File: config.mk
export PLATFORM = sky130hd
export DESIGN_NAME = sys_ctrl
export DESIGN_NICKNAME = d
export VERILOG_FILES = /design/src/rtl/sys_ctrl.sv
export SDC_FILE = /design/constraint.sdc
export NUM_CORES = 1
export LEC_CHECK = 0
export ABC_AREA = 1
export CORE_ASPECT_RATIO = 2
export CORE_MARGIN = 2
export CORE_UTILIZATION = 30
export CTS_BUF_LIST = sky130_fd_sc_hd__clkbuf_8 sky130_fd_sc_hd__clkbuf_16
export DETAILED_ROUTE_END_ITERATION = 12
export SYNTH_ARGS = -nofsm -noshare
export SYNTH_HDL_FRONTEND = slang
export SYNTH_SLANG_ARGS = --single-unit
export TNS_END_PERCENT = 1
File: constraint.sdc
create_clock -name REF_CLK -period 2.6 [get_ports REF_CLK]
set_input_delay 0.52 -clock REF_CLK [delete_from_list [all_inputs] [get_ports REF_CLK]]
set_output_delay 0.52 -clock REF_CLK [all_outputs]
set_load 0.1 [all_outputs]
File: src/rtl/sys_ctrl.sv
// -----------------------------------------------------------------------------
// sys_ctrl -- UART command decoder / system controller.
//
// Receives command frames byte by byte and drives a register file, an ALU
// and a TX FIFO:
//   0xAA addr data     : register file write
//   0xBB addr          : register file read, 1 result byte sent back
//   0xCC opA opB func  : write operands to RF[0]/RF[1], run ALU, 2 bytes back
//   0xDD func          : run ALU on current operands, 2 bytes back (LSB first)
// Any other first byte is dropped.
//
// Optional feature: define SYS_CTRL_TIMEOUT_EN to abandon a partial frame
// after TIMEOUT_CYCLES REF_CLK cycles without a received byte.
//
// Ports
//   REF_CLK, RST                   clock, async active-low reset
//   RX_P_DATA, RX_D_VLD            received byte, one-cycle valid
//   RF_RdData, RF_RdData_VLD       register file read return
//   ALU_OUT, ALU_OUT_VLD           ALU result return
//   FIFO_FULL                      TX FIFO cannot accept a byte
//   RF_Address/WrData/WrEn/RdEn    register file access (registered)
//   ALU_FUN, ALU_EN, CLK_G_EN      ALU control and clock-gate enable
//   TX_P_DATA, TX_D_VLD            byte push to the TX FIFO
//   dbg_state_o                    current FSM state
//
// Handshake: RX_D_VLD, RF_RdData_VLD and ALU_OUT_VLD are single-cycle
// strobes with no back-pressure; TX_D_VLD is a single-cycle push that is only
// issued after FIFO_FULL was sampled low. Every output comes from a flop.
// -----------------------------------------------------------------------------
module sys_ctrl #(
  parameter int DATA_WIDTH     = 8,
  parameter int ADDR_WIDTH     = 4,
  parameter int TIMEOUT_CYCLES = 65535
) (
  input  logic                    REF_CLK,
  input  logic                    RST,
  input  logic [DATA_WIDTH-1:0]   RX_P_DATA,
  input  logic                    RX_D_VLD,
  input  logic [DATA_WIDTH-1:0]   RF_RdData,
  input  logic                    RF_RdData_VLD,
  input  logic [2*DATA_WIDTH-1:0] ALU_OUT,
  input  logic                    ALU_OUT_VLD,
  input  logic                    FIFO_FULL,
  output logic [ADDR_WIDTH-1:0]   RF_Address,
  output logic [DATA_WIDTH-1:0]   RF_WrData,
  output logic                    RF_WrEn,
  output logic                    RF_RdEn,
  output logic [3:0]              ALU_FUN,
  output logic                    ALU_EN,
  output logic                    CLK_G_EN,
  output logic [DATA_WIDTH-1:0]   TX_P_DATA,
  output logic                    TX_D_VLD,
  output logic [3:0]              dbg_state_o
);

  typedef enum logic [3:0] {
    IDLE, WR_ADDR, WR_DATA, RD_ADDR, RD_WAIT, OP_A, OP_B,
    ALU_FUNC, ALU_WAIT, TX_BYTE0, TX_BYTE1
  } state_e;

  localparam logic [DATA_WIDTH-1:0] CMD_WR     = DATA_WIDTH'(8'hAA);
  localparam logic [DATA_WIDTH-1:0] CMD_RD     = DATA_WIDTH'(8'hBB);
  localparam logic [DATA_WIDTH-1:0] CMD_ALU    = DATA_WIDTH'(8'hCC);
  localparam logic [DATA_WIDTH-1:0] CMD_ALU_NO = DATA_WIDTH'(8'hDD);

  state_e                  state_q, state_d;
  logic [ADDR_WIDTH-1:0]   rf_addr_q, rf_addr_d;
  logic [DATA_WIDTH-1:0]   rf_wdata_q, rf_wdata_d;
  logic                    rf_wren_q, rf_wren_d;
  logic                    rf_rden_q, rf_rden_d;
  logic [3:0]              alu_fun_q, alu_fun_d;
  logic                    alu_en_q, alu_en_d;
  logic                    clk_g_q, clk_g_d;
  logic [DATA_WIDTH-1:0]   tx_data_q, tx_data_d;
  logic                    tx_vld_q, tx_vld_d;
  logic [2*DATA_WIDTH-1:0] result_q, result_d;
  logic                    two_byte_q, two_byte_d;
  logic                    to_hit;

  // States that are waiting for the next byte of a frame.
  logic in_rx_wait;
  assign in_rx_wait = (state_q == WR_ADDR) || (state_q == WR_DATA) ||
                      (state_q == RD_ADDR) || (state_q == OP_A) ||
                      (state_q == OP_B)    || (state_q == ALU_FUNC);

`ifdef SYS_CTRL_TIMEOUT_EN
  localparam int TO_W = $clog2(TIMEOUT_CYCLES + 1);
  logic [TO_W-1:0] to_cnt_q, to_cnt_d;

  // Counter clears on every accepted byte and outside the waiting states.
  always_comb begin
    to_cnt_d = '0;
    to_hit   = 1'b0;
    if (in_rx_wait && !RX_D_VLD) begin
      if (to_cnt_q == TO_W'(TIMEOUT_CYCLES - 1)) begin
        to_hit = 1'b1;
      end else begin
        to_cnt_d = to_cnt_q + TO_W'(1);
      end
    end
  end

  always_ff @(posedge REF_CLK or negedge RST) begin
    if (!RST) to_cnt_q <= '0;
    else      to_cnt_q <= to_cnt_d;
  end
`else
  assign to_hit = 1'b0;
`endif

  always_comb begin
    state_d    = state_q;
    rf_addr_d  = rf_addr_q;
    rf_wdata_d = rf_wdata_q;
    rf_wren_d  = 1'b0;
    rf_rden_d  = 1'b0;
    alu_fun_d  = alu_fun_q;
    alu_en_d   = alu_en_q;
    tx_data_d  = tx_data_q;
    tx_vld_d   = 1'b0;
    result_d   = result_q;
    two_byte_d = two_byte_q;
    case (state_q)
      IDLE: if (RX_D_VLD) begin
        if      (RX_P_DATA == CMD_WR)     state_d = WR_ADDR;
        else if (RX_P_DATA == CMD_RD)     state_d = RD_ADDR;
        else if (RX_P_DATA == CMD_ALU)    state_d = OP_A;
        else if (RX_P_DATA == CMD_ALU_NO) state_d = ALU_FUNC;
      end
      WR_ADDR: if (RX_D_VLD) begin
        rf_addr_d = RX_P_DATA[ADDR_WIDTH-1:0];
        state_d   = WR_DATA;
      end
      WR_DATA: if (RX_D_VLD) begin
        rf_wdata_d = RX_P_DATA;
        rf_wren_d  = 1'b1;
        state_d    = IDLE;
      end
      RD_ADDR: if (RX_D_VLD) begin
        rf_addr_d = RX_P_DATA[ADDR_WIDTH-1:0];
        rf_rden_d = 1'b1;
        state_d   = RD_WAIT;
      end
      RD_WAIT: if (RF_RdData_VLD) begin
        result_d   = {{DATA_WIDTH{1'b0}}, RF_RdData};
        two_byte_d = 1'b0;
        state_d    = TX_BYTE0;
      end
      OP_A: if (RX_D_VLD) begin
        rf_addr_d  = '0;
        rf_wdata_d = RX_P_DATA;
        rf_wren_d  = 1'b1;
        state_d    = OP_B;
      end
      OP_B: if (RX_D_VLD) begin
        rf_addr_d  = ADDR_WIDTH'(1);
        rf_wdata_d = RX_P_DATA;
        rf_wren_d  = 1'b1;
        state_d    = ALU_FUNC;
      end
      ALU_FUNC: if (RX_D_VLD) begin
        alu_fun_d = RX_P_DATA[3:0];
        alu_en_d  = 1'b1;
        state_d   = ALU_WAIT;
      end
      ALU_WAIT: if (ALU_OUT_VLD) begin
        result_d   = ALU_OUT;
        two_byte_d = 1'b1;
        alu_en_d   = 1'b0;
        state_d    = TX_BYTE0;
      end
      TX_BYTE0: if (!FIFO_FULL) begin
        tx_data_d = result_q[DATA_WIDTH-1:0];
        tx_vld_d  = 1'b1;
        state_d   = two_byte_q ? TX_BYTE1 : IDLE;
      end
      TX_BYTE1: if (!FIFO_FULL) begin
        tx_data_d = result_q[2*DATA_WIDTH-1:DATA_WIDTH];
        tx_vld_d  = 1'b1;
        state_d   = IDLE;
      end
      default: state_d = IDLE;
    endcase
    // A timeout only fires when no byte arrived, so no side effect is pending.
    if (to_hit) state_d = IDLE;
    // Gate enable tracks the ALU phase; it drops after the ALU_OUT_VLD cycle.
    clk_g_d = (state_d == ALU_FUNC) || (state_d == ALU_WAIT);
  end

  always_ff @(posedge REF_CLK or negedge RST) begin
    if (!RST) begin
      state_q    <= IDLE;
      rf_addr_q  <= '0;
      rf_wdata_q <= '0;
      rf_wren_q  <= 1'b0;
      rf_rden_q  <= 1'b0;
      alu_fun_q  <= '0;
      alu_en_q   <= 1'b0;
      clk_g_q    <= 1'b0;
      tx_data_q  <= '0;
      tx_vld_q   <= 1'b0;
      result_q   <= '0;
      two_byte_q <= 1'b0;
    end else begin
      state_q    <= state_d;
      rf_addr_q  <= rf_addr_d;
      rf_wdata_q <= rf_wdata_d;
      rf_wren_q  <= rf_wren_d;
      rf_rden_q  <= rf_rden_d;
      alu_fun_q  <= alu_fun_d;
      alu_en_q   <= alu_en_d;
      clk_g_q    <= clk_g_d;
      tx_data_q  <= tx_data_d;
      tx_vld_q   <= tx_vld_d;
      result_q   <= result_d;
      two_byte_q <= two_byte_d;
    end
  end

  assign RF_Address  = rf_addr_q;
  assign RF_WrData   = rf_wdata_q;
  assign RF_WrEn     = rf_wren_q;
  assign RF_RdEn     = rf_rden_q;
  assign ALU_FUN     = alu_fun_q;
  assign ALU_EN      = alu_en_q;
  assign CLK_G_EN    = clk_g_q;
  assign TX_P_DATA   = tx_data_q;
  assign TX_D_VLD    = tx_vld_q;
  assign dbg_state_o = state_q;

endmodule

==> results of run 1 <==
cells in the final DEF (no fill, tap or decap):
cell type | Yosys | layout
o21ai_0 | 10 | 10
a21oi_1 | 5 | 5
a31oi_1 | 16 | 16
nor2_1 | 35 | 35
inv_2 | 3 | 3
o21ai_1 | 7 | 7
clkdlybuf4s50_1 | 0 | 36
inv_1 | 20 | 20
clkinv_1 | 1 | 1
inv_6 | 0 | 1
nor2_4 | 2 | 2
nor2_2 | 1 | 1
nand2_1 | 111 | 111
a21oi_2 | 1 | 1
clkinv_2 | 0 | 1
buf_4 | 2 | 37
dfrtp_1 | 50 | 50
nand4_1 | 4 | 4
a21oi_4 | 1 | 1
nand2_4 | 1 | 1
nor3_1 | 2 | 2
bufinv_16 | 0 | 1
buf_2 | 3 | 1
clkbuf_16 | 0 | 5
nand2_2 | 1 | 1
nand3_1 | 27 | 27
stage by stage:
step	cells	setup WS (ns)	area (sq um)
2_1_floorplan	308	0.374	2400
3_3_place_gp	468	0.445	3100
3_5_place_dp	468	0.448	3100
4_1_cts	476	0.646	3270
5_1_grt	476	0.419	3270
6_report	476	0.669	3270
routing by layer:
layer  wire length, um  global-route usage
met5                 0                   0
met4                85              0.0576
met3               435              0.0283
met2              3110               0.252
met1              2780               0.199
registers in the layout, indices dropped and copies added, names as in the netlist:
name and cells:
RF_WrData 8, TX_P_DATA 8, RF_WrEn 1, CLK_G_EN 1, result_q 16, ALU_FUN 4, RF_Address 4, dbg_state_o 4
ALU_EN 1, RF_RdEn 1, two_byte_q 1, TX_D_VLD 1
cell usage after synthesis, drive strengths merged:
library cell,instances
a21oi,7
a31oi,16
buf,7
clkbuf,3
clkinv,1
dfrtp,50
inv,23
nand2,113
nand3,27
nand4,4
nor2,38
nor3,2
o21ai,17
worst max-delay path by stage:
stage / from / endpoint / slack (ns) / cells after the start
after CTS: dbg_state_o[0] / result_q[3] / 0.65 / 7
final: dbg_state_o[0] / result_q[3] / 0.67 / 7
after detailed placement: RX_D_VLD / CLK_G_EN / 0.45 / 9
after floorplan: dbg_state_o[0] / RF_WrData[3] / 0.37 / 9
after global placement: RX_D_VLD / CLK_G_EN / 0.45 / 9
after global routing: dbg_state_o[0] / result_q[5] / 0.42 / 7
area by class of cell:
class	instances	share of cell area
Sequential cell	50	0.382
Tap cell	96	0.0367
Inverter	24	0.0275
Timing Repair Buffer	74	0.196
Clock inverter	3	0.0134
Clock buffer	5	0.0382
Multi-Input combinational cell	224	0.305
critical path, stage by stage (launching register included):
cell,delay [ns]
dfrtp_1,0.50
nor2_2,0.24
inv_1,0.08
nor2_1,0.12
nand2_1,0.31
nand2_2,0.37
nor2_1,0.08
a31oi_1,0.14
logic make-up after synthesis:
kind of cell,share of synthesized area
AOI/OAI and AO/OA,0.0978
buffers and inverters,0.0640
DFF,0.520
and+or+nand+nor,0.318
==> run_results.csv, run 1 <==
group,metric,value,unit
status,status,"finished, final reports clean",
detailed_routing,via_count,2253,
job,maxCapViolCount,0,
clocking,clock_sinks,50,
clocking,clock_path_buffers,2,
placed_design,port-buffer-count,70,
clocking,clk_pin_slew,0.07,ns
synthesis,syn_area,2400,sq um
die,start_util,0.307,
grt,grt_overflow,0,
worst_setup_path,worstReg2RegStart,"dbg_state_o[0]",
timing,fin_crit,1.93,ns
die,core,7830,sq um
detailed_routing,drt_iter0_drc,155,
worst_setup_path,reg2reg_depth,7,
timing,fin_tns_setup,0,ns
grt,grt_max_degree,32,
worst_setup_path,critPathCaptureType,"flop",
timing,slew_violations,0,
timing,max_freq,518,MHz
worst_setup_path,cp.required,2.81,ns
finish,multi_input_area,1000,sq um
worst_hold_path,hp-class,"in2async",
timing,tightest_slew,0.727,ns
finish,nFillCells,838,
detailed_routing,ant_nets,0,
grt,grt_use_total,0.154,
synthesis,synth_seq_cells,50,
timing,min_period_over_period,0.743,
synthesis,synth.top_cells.by_area,"dfrtp_1 52%, nand2_1 17%, nand3_1 5.6%",
synthesis,synth-seq-area-share,0.520,
clocking,postCtsHoldBufs,0,
grt,grt_pass1_wl,10200,um
finish,regArea,1250,sq um
finish,num_antenna_cells,0,
die,ios,71,
timing,hold_viol_final,0,
die,rows,46,
timing,fin_skew,0.00738,ns
clocking,cts_setup_buffers,0,
synthesis,synth.avg_cell_area,7.81,sq um
finish,drive_gt1_frac,0.147,
worst_setup_path,worstPathArrival,2.15,ns
synthesis,synth_top_area_frac,0.520,
die,fp.dieArea,8790,sq um
detailed_routing,drc_errors,0,
synthesis,yosys_warnings,0,
synthesis,synthCells,308,
clocking,cts_buffers,5,
worst_setup_path,r2r_end,"result_q[3]",
synthesis,synth_top_area_cell,"dfrtp_1",
die,die_h,131,um
detailed_routing,avgViaCountPerCell,4.73,
die,fp.dieW,67.3,um
timing,rsz0062_at_grt,"false",
placed_design,gp_congestion,0.892,
synthesis,synthDistinctLibCells,23,
clocking,cts_resized,0,
worst_setup_path,crit_fanout,17,
synthesis,syn-num-nets,346,
finish,final_core_util,0.418,
finish,synthToLayoutAreaGrowth,36.1,%
worst_setup_path,ff2ff_setup_slack,0.67,ns
timing,slew_headroom,0.515,
clocking,clockRootBuffer,"clkbuf_16",
clocking,clock_latency,0.30,ns
clocking,tritoncts,"built",
timing,setup_viol,0,
grt,grt_pass1_vias,2141,
detailed_routing,drt_wl_total,6400,um
detailed_routing,wire_per_inst,13.4,um
timing,hold_ws,0.278,ns
worst_setup_path,startpoint_type,"flop",
clocking,h-tree-depth,2,
placed_design,hpwl,4840,um
finish,nNetsFinal,417,
detailed_routing,dr.pass1.iters,6,
grt,antenna_found_initial,0,
worst_setup_path,worst-setup-path-type,"reg2reg",
Power of run 1 is left out: the tool's default activity adds up to more than one toggle a clock period on the data nets, which glitch-free logic cannot reach.
==> inputs of run 2 (changes only) <==
==> constraint.sdc (replaced) <==
create_clock -name REF_CLK -period 2 [get_ports REF_CLK]
set_input_delay 0.4 -clock REF_CLK [delete_from_list [all_inputs] [get_ports REF_CLK]]
set_output_delay 0.4 -clock REF_CLK [all_outputs]
set_load 0.1 [all_outputs]
==> run 2 against run 1 <==
Critical path depth stayed put. Sequential share of layout area is 0.60 points lower. Die area unchanged. Count of clock-buffer cells in the layout is the same. Maximum frequency increased by 15%. Critical path type unchanged. Critical endpoint is now TX_P_DATA[3].
==> run_results.csv, run 2 (synthesized netlist as in run 1, its figures left out) <==
group,metric,value,unit
detailed_routing,drt_wl_total,6180,um
timing,rsz0062_at_grt,"false",
grt,antenna_found_initial,0,
detailed_routing,avgViaCountPerCell,4.61,
clocking,postCtsHoldBufs,0,
worst_setup_path,slowest_delay,0.44,ns
die,fp.dieArea,8790,sq um
grt,grt_pass1_vias,2152,
timing,slew_violations,0,
timing,tightest_slew,0.433,ns
clocking,clk_pin_slew,0.07,ns
worst_setup_path,cp_top_family,"compound AO/OA/AOI/OAI gates",
detailed_routing,top_layer,"met4",
die,rows,46,
finish,nFillCells,863,
worst_setup_path,critPathCaptureType,"flop",
worst_hold_path,hp-class,"in2async",
grt,grt_max_degree,34,
timing,fin_crit,1.68,ns
detailed_routing,wire_per_inst,12.9,um
clocking,clockRootBuffer,"clkbuf_16",
worst_setup_path,critPathBufInv,2,
detailed_routing,met3_length,290,um
grt,grt_pass1_wl,10200,um
worst_setup_path,cp.required,2.21,ns
finish,layout_commonest_cell,"nand2_1",
clocking,cts_buffers,5,
detailed_routing,drt-met1-wl,2790,um
detailed_routing,via_count,2218,
finish,largest_reg_flops,16,
timing,fin_skew,0.00380,ns
detailed_routing,ant_nets,0,
detailed_routing,drt_iter0_drc,158,
detailed_routing,wl_met2,2940,um
die,die_h,131,um
grt,grt_use_total,0.153,
finish,largest-register,"result_q",
clocking,cts_resized,0,
timing,timing.final.ws_setup,0.323,ns
die,core,7830,sq um
worst_setup_path,crit_fanout,17,
finish,num_antenna_cells,0,
detailed_routing,dr.pass1.iters,4,
clocking,clock_path_buffers,2,
die,ios,71,
timing,hold_viol_final,0,
timing,max_freq,596,MHz
worst_setup_path,slowest_stage,"dfrtp_2",
worst_setup_path,worstPathArrival,1.88,ns
job,maxCapViolCount,0,
clocking,clock_latency,0.29,ns
timing,fin_tns_setup,0,ns
clocking,cts_setup_buffers,0,
status,status,"finished, final reports clean",
finish,synthToLayoutAreaGrowth,38.8,%
grt,grt_overflow,0,
die,fp.dieW,67.3,um
worst_setup_path,startpoint_type,"flop",
finish,final_cell_mix,"111 x nand2_1, 46 x dfrtp_1, 40 x buf_4",
placed_design,port-buffer-count,70,
timing,min_period_over_period,0.838,
clocking,h-tree-depth,2,
worst_setup_path,worst-setup-path-type,"reg2reg",
placed_design,hpwl,4790,um
finish,nNetsFinal,422,
placed_design,place_ws,0.110,ns
worst_setup_path,path_cells,"inv_1 -> nand2_1 -> nor2_1 -> inv_1 -> a21oi_4 -> nor2_1 -> a31oi_1",
timing,slew_headroom,0.711,
clocking,clock_sinks,50,
detailed_routing,drc_errors,0,
die,start_util,0.307,
clocking,tritoncts,"built",
finish,drive_gt1_frac,0.166,
timing,setup_viol,0,
placed_design,gp_congestion,0.819,
[run 2: changes by cell type in the layout (fill, tap and decap cells not counted)]
cell	previous run	this run
buf_12	0	2
buf_4	37	40
clkinv_2	1	0
clkinvlp_4	0	1
dfrtp_1	50	46
dfrtp_2	0	4
inv_1	20	21
inv_6	1	0
[run 2: worst paths after layout]
kind | to | cells past startpoint | from | slack, ns
min in group REF_CLK | RF_WrData[7] | 2 | RF_WrData[7] | 0.48
max in group asynchronous | dbg_state_o[3] | 2 | RST | 1.42
hold reg to reg | RF_WrData[7] | 2 | RF_WrData[7] | 0.48
hold / removal | RF_WrData[7] | 1 | RST | 0.05
setup reg to reg | TX_P_DATA[3] | 7 | dbg_state_o[2] | 0.32
setup / recovery | TX_P_DATA[3] | 7 | dbg_state_o[2] | 0.32
[run 2: layer usage]
metal  vias up  GRT usage
met3         9     0.0214
met5         -          0
met1      1008      0.205
li1       1142          -
met4         0     0.0708
met2        59      0.242
[run 2: final cells by class]
cell class / count / area (sq um) / share of cell area
Sequential cell: 50 / 1260 / 0.376
Inverter: 24 / 90.1 / 0.0270
Timing Repair Buffer: 79 / 706 / 0.211
Multi-Input combinational cell: 224 / 1000 / 0.299
Clock buffer: 5 / 125 / 0.0375
Clock inverter: 3 / 41.3 / 0.0124
Tap cell: 96 / 120 / 0.0360
[run 2: metrics by stage]
step,util,hold WS (ns),cells,instance area [sq um]
after global placement,0.405,0.370,473,3170
after detailed placement,0.405,0.374,473,3170
after floorplan,-,0.104,308,2410
after global routing,0.426,0.0750,481,3340
final,0.426,0.0457,481,3340
after CTS,0.426,0.0578,481,3340
Power of run 2 is left out for the same reason.
